File: src/rtl/uart_rx.sv
// uart_rx: 16x-oversampled UART receiver with optional parity and line-break handling.
module uart_rx #(
  parameter int unsigned DBIT    = 8,
  parameter int unsigned SB_TICK = 16,
  parameter int unsigned PARITY  = 0
) (
  input  logic            clk,
  input  logic            rst_n,
  input  logic            rx,
  input  logic            s_tick,
  output logic [DBIT-1:0] dout,
  output logic            rx_done_tick,
  output logic            frame_err,
  output logic            parity_err
);

  // Tick counter must reach both 15 (bit period) and SB_TICK-1 (stop period).
  localparam int unsigned S_W = ($clog2(SB_TICK) > 4) ? $clog2(SB_TICK) : 4;
  localparam int unsigned N_W = ($clog2(DBIT) > 1) ? $clog2(DBIT) : 1;

  localparam logic [2:0] ST_IDLE   = 3'd0;
  localparam logic [2:0] ST_START  = 3'd1;
  localparam logic [2:0] ST_DATA   = 3'd2;
  localparam logic [2:0] ST_PARITY = 3'd3;
  localparam logic [2:0] ST_STOP   = 3'd4;
  localparam logic [2:0] ST_BREAK  = 3'd5;

  logic            rx_meta;
  logic            rx_s;
  logic [2:0]      state_q, state_d;
  logic [S_W-1:0]  s_q, s_d;
  logic [N_W-1:0]  n_q, n_d;
  logic [DBIT-1:0] b_q, b_d;
  logic            par_q, par_d;
  logic            done_c;
  logic            par_calc_c;
  logic            par_err_c;

  // Two-flop synchronizer for the asynchronous line; idles high out of reset.
  always_ff @(posedge clk or negedge rst_n) begin
    if (!rst_n) begin
      rx_meta <= 1'b1;
      rx_s    <= 1'b1;
    end else begin
      rx_meta <= rx;
      rx_s    <= rx_meta;
    end
  end

  // State and datapath registers.
  always_ff @(posedge clk or negedge rst_n) begin
    if (!rst_n) begin
      state_q <= ST_IDLE;
      s_q     <= '0;
      n_q     <= '0;
      b_q     <= '0;
      par_q   <= 1'b0;
    end else begin
      state_q <= state_d;
      s_q     <= s_d;
      n_q     <= n_d;
      b_q     <= b_d;
      par_q   <= par_d;
    end
  end

  // Next-state logic: IDLE/BREAK watch the line every clk, others advance on s_tick.
  always_comb begin
    state_d = state_q;
    s_d     = s_q;
    n_d     = n_q;
    b_d     = b_q;
    par_d   = par_q;
    done_c  = 1'b0;
    case (state_q)
      ST_IDLE: begin
        if (!rx_s) begin
          state_d = ST_START;
          s_d     = '0;
        end
      end
      ST_START: begin
        if (s_tick) begin
          if (s_q == S_W'(7)) begin
            s_d = '0;
            if (!rx_s) begin
              state_d = ST_DATA;
              n_d     = '0;
            end else begin
              state_d = ST_IDLE;
            end
          end else begin
            s_d = s_q + S_W'(1);
          end
        end
      end
      ST_DATA: begin
        if (s_tick) begin
          if (s_q == S_W'(15)) begin
            s_d = '0;
            b_d = {rx_s, b_q[DBIT-1:1]};
            if (n_q == N_W'(DBIT - 1)) begin
              state_d = (PARITY != 0) ? ST_PARITY : ST_STOP;
            end else begin
              n_d = n_q + N_W'(1);
            end
          end else begin
            s_d = s_q + S_W'(1);
          end
        end
      end
      ST_PARITY: begin
        if (s_tick) begin
          if (s_q == S_W'(15)) begin
            s_d     = '0;
            par_d   = rx_s;
            state_d = ST_STOP;
          end else begin
            s_d = s_q + S_W'(1);
          end
        end
      end
      ST_STOP: begin
        if (s_tick) begin
          if (s_q == S_W'(SB_TICK - 1)) begin
            s_d     = '0;
            done_c  = 1'b1;
            state_d = rx_s ? ST_IDLE : ST_BREAK;
          end else begin
            s_d = s_q + S_W'(1);
          end
        end
      end
      ST_BREAK: begin
        if (rx_s) begin
          state_d = ST_IDLE;
        end
      end
      default: begin
        state_d = ST_IDLE;
      end
    endcase
  end

  // Parity check: even wants data^parity == 0, odd wants 1.
  assign par_calc_c = (^b_q) ^ par_q;
  assign par_err_c  = (PARITY == 1) ? par_calc_c :
                      (PARITY == 2) ? ~par_calc_c : 1'b0;

  // Completion outputs, held until the next completed frame.
  always_ff @(posedge clk or negedge rst_n) begin
    if (!rst_n) begin
      dout         <= '0;
      rx_done_tick <= 1'b0;
      frame_err    <= 1'b0;
      parity_err   <= 1'b0;
    end else begin
      rx_done_tick <= done_c;
      if (done_c) begin
        dout       <= b_q;
        frame_err  <= ~rx_s;
        parity_err <= par_err_c;
      end
    end
  end

endmodule

File: config.mk
export PLATFORM = sky130hd
export DESIGN_NAME = uart_rx
export DESIGN_NICKNAME = d
export VERILOG_FILES = /design/src/rtl/uart_rx.sv
export SDC_FILE = /design/constraint.sdc
export NUM_CORES = 1
export LEC_CHECK = 0
export BUFFER_PORTS_ARGS = -buffer_cell sky130_fd_sc_hd__buf_4
export CORE_UTILIZATION = 35
export DETAILED_ROUTE_END_ITERATION = 10
export PLACE_DENSITY = 0.55
export SYNTH_ARGS = -nofsm -noshare
export SYNTH_HDL_FRONTEND = slang
export SYNTH_SLANG_ARGS = --single-unit
File: constraint.sdc
create_clock -name clk -period 5 [get_ports clk]
set_input_delay 1 -clock clk [delete_from_list [all_inputs] [get_ports clk]]
set_output_delay 1 -clock clk [all_outputs]
set_load 0.02 [all_outputs]
Word-level counts from Yosys, hierarchy flattened:

Cells that the tools add are included.

* bits in registers: 30
* bits of input ports: 4
* output and inout port bits: 11
* logic and storage cells: 72

* $add $sub $neg: 2
* equal/unequal tests: 22
* muxes and demuxes: 30
* bitwise gates (word level): 1
* reductions and logical operators: 8

Operators with widths (count)
* $mux 3: 18
* $ne 2x2->1 const B: 13
* $mux 4: 5
* $pmux 3 s6: 1
* $pmux 4 s3: 1
* $reduce_and 11->1: 1
* $eq 3x3->1 const B: 3
* $reduce_and 7->1: 1
* $eq 3x2->1 const B: 2
* $pmux 3 s2: 1
* $add 4x1->4 const B: 1
* $eq 4x3->1 const B: 1
* $eq 4x4->1 const B: 1
* $reduce_and 4->1: 1
* $add 3x1->3 const B: 1
* $eq 3x1->1 const B: 1
* $logic_not 3->1: 1
* $mux 1: 3
* $reduce_and 3->1: 1
* $reduce_bool 3->1: 1
* $reduce_or 3->1: 1
* $mux 2: 1
* $ne 2x1->1 const B: 1
* $reduce_bool 2->1: 1
* $not 1->1: 1

Logic depth before layout (Yosys ltp):

* depth in word-level cells: 5
* gate-level depth with buffers: 6
* mapped depth without buffers: 6

Worst setup path after synthesis:

Ideal clock, no wire load.

* kind: input -> register
* from: input port s_tick
* to: register b_q[0]
* data arrival time: 2.128 ns
* required time: 4.875 ns
* slack: 2.747 ns
* stages on the path: 5
* path buffers: 2
* cells stage by stage: buf_4 nand3_2 or4_4 buf_6 mux2_4

* cells in the longest elaborated chain, start to end: 1

Ends and longest elaborated chain
* from (decl): RTL line 10 `input logic s_tick,`
* $reduce_and 3->1 (no source line)
* to (signal assigned): RTL line 56 `b_q <= '0;`
* to (signal assigned): RTL line 62 `b_q <= b_d;`
* to (decl): RTL line 33 `logic [DBIT-1:0] b_q, b_d;`

Every way passes these cells.
A chain may end at the register's enable or synchronous reset.

Final worst setup path:

* from: input port s_tick
* to: register b_q[3]

Same word-level chain as after synthesis.

==> impl_metrics.json <==
{
  "status": "complete, no violations",
  "antenna_cells": 0,
  "gp_congestion": 0.855,
  "cts_root_buf": "clkbuf_8",
  "finalCritPeriodShare_pct": 40.3,
  "cts_made_buffers": 5,
  "postCtsResizedCells": 0,
  "wl_um": 2640,
  "yosysMostFrequentCell": "dfrtp_1",
  "ant_nets": 0,
  "setup_viol": 0,
  "synth_edf_count": 0,
  "p_leak_nw": 0.820,
  "grtUsageTotal_pct": 14.0,
  "clockBufferDepth": 2,
  "grt_pass1_vias": 929,
  "synth.largest_area_cell": "dfrtp_1",
  "die_w_um": 67.5,
  "path_class": "in2reg",
  "die_area_um2": 4560,
  "ys_ff_latch": 30,
  "fmax_mhz": 496,
  "ios": 15,
  "drv_cap": 0,
  "finalCriticalPeriod_ns": 2.01,
  "worst_setup_path_end_kind": "register",
  "peakVddDrop_uv": 301,
  "start_util_pct": 37.0,
  "synthArstFlopShare_pct": 100,
  "synthesis.area_um2": 1500,
  "synth.top_cells.by_count": "dfrtp_1, mux2_2, mux2_4, nand2_1",
  "antenna_found_initial": 0,
  "dp_hpwl_um": 1800,
  "final_cell_area_um2": 1680,
  "cts_hold_buf": 0,
  "drive_above_1_share_pct": 37.8,
  "power_density_nw_per_um2": 411,
  "dr_total_vias": 982,
  "min_from": "rx_meta",
  "io_buffer_count": 13,
  "cp.required_ns": 5.17,
  "viasPerCell": 5.31,
  "postSynthCellCount": 124,
  "die_h_um": 67.5,
  "finClkSkew_ns": 0.00595,
  "worstRegToRegCells": 5,
  "crit_path_start_kind": "input port",
  "crit_start": "s_tick",
  "cts_tree": "yes",
  "syn_to_final_growth_pct": 11.8,
  "drtPass1Iterations": 4,
  "clkSlewWorstSetupHoldPaths_ns": 0.06,
  "place_area_um2": 1600,
  "drt_iter0_markers": 53,
  "rsz0062_at_grt": "false",
  "grt_start_max_net_pins": 31,
  "dp_worst_setup_slack_ns": 2.69,
  "syn_area_per_cell_um2": 12.1,
  "yosysTopAreaCellShare_pct": 46.7,
  "htree_num_levels": 2,
  "hold_viol_final": 0,
  "coreArea_um2": 4060,
  "worstPathMaxFanout": 10,
  "finalMaxSlewViolations": 0,
  "synth_nets": 131,
  "arrival_ns": 2.18,
  "gr-total-overflow": 0,
  "ys.warnings.count": 0,
  "setup_ws_ns": 2.99,
  "worstReg2RegStart": "s_q[0]",
  "worstReg2RegEnd": "state_q[0]",
  "grt_pass1_wl_um": 4520,
  "endpoint": "b_q[3]",
  "fin_nets": 142,
  "post_drt_wl_per_cell_um": 14.2,
  "tns_ns": 0,
  "total_power_uw": 689,
  "yosys-top-cells-area": "dfrtp_1, mux2_2, mux2_4",
  "hold_class": "reg2reg",
  "ys_seq_area_share_pct": 50.2,
  "drc_errors": 0,
  "yosys_most_used_dff": "dfrtp_1",
  "clk_latency_ns": 0.28,
  "yosysUniqueCellTypes": 43,
  "ff2ff_setup_slack_ns": 3.01,
  "num_rows": 23,
  "clock-sinks": 30,
  "postCtsSetupRepairBufs": 0
}
[cell families (layout without fill, tap and decap cells)]
group / after synthesis / after routing / share of synthesized area (%)
and+or+nand+nor: 33 / 33 / 13.7
DFF: 30 / 30 / 50.2
AOI/OAI and AO/OA: 23 / 23 / 10.7
muxes: 21 / 21 / 17.6
buffers and inverters: 13 / 24 / 5.17
adders and majority gates: 3 / 3 / 2.50
other: 1 / 1 / 0.250
[layer usage]
| layer | up-vias | share of wire, % | GRT usage [%] |
|---|---|---|---|
| li1 | 468 | - | - |
| met1 | 482 | 47 | 19.1 |
| met2 | 24 | 46 | 19.2 |
| met3 | 8 | 4.3 | 4.05 |
| met4 | 0 | 3.0 | 8.78 |
| met5 | - | 0 | 0 |
[flip-flops by register name, summed over array words and instances (netlist names)]
name,count
b_q,8
dout,8
frame_err,1
n_q,3
rx_done_tick,1
rx_meta,1
rx_s,1
s_q,4
state_q,3
[final cells by class]
type                            instances  area, um2
Fill cell                             384       2380
Sequential cell                        30        753
Multi-Input combinational cell         81        671
Timing Repair Buffer                   13       97.6
Clock buffer                            5       68.8
Tap cell                               50       62.6
Inverter                                4       15.0
Clock inverter                          2       10.0
[placed cells by master (no fill, tap or decap), drive strengths merged, types with 2 or more instances in the layout]
cell,Yosys,layout
a211oi,3,3
a21oi,5,5
a22o,2,2
and3,2,2
buf,8,13
clkbuf,1,5
clkinv,0,2
dfrtp,28,28
dfstp,2,2
ha,3,3
inv,4,4
mux2,19,19
mux2i,2,2
nand2,7,7
nand3,4,4
nor2,5,5
nor2b,2,2
nor4,2,2
o211ai,3,3
o21ai,5,5
or2,2,2
or4,2,2
[worst min path at each step]
stage / endpoint / depth (start not counted)
after detailed placement: rx_s / 0
after global routing: rx_s / 0
after global placement: rx_s / 0
after floorplan: rx_s / 0
final: rx_s / 0
after CTS: rx_s / 0
[metrics by stage]
| stage | utilization [%] | cells | hold slack [ns] |
|---|---|---|---|
| floorplan | - | 124 | 0.345 |
| global placement | 39.4 | 178 | 0.347 |
| detailed placement | 39.4 | 178 | 0.354 |
| CTS | 41.4 | 185 | 0.363 |
| global route | 41.4 | 185 | 0.367 |
| finish | 41.4 | 185 | 0.361 |
[critical path, cell delays in order]
cell and delay [ns]:
buf_4 0.13, nand3_2 0.09, or4_4 0.62, mux2_4 0.34
[where the power goes]
group	total [mW]	switching [mW]	internal (mW)	leakage [nW]
logic	0.188	0.102	0.0852	0.375
registers	0.319	0.0510	0.268	0.402
clock network	0.182	0.0893	0.0931	0.0438
total	0.689	0.243	0.446	0.820
(Power assumes the default switching activity.)
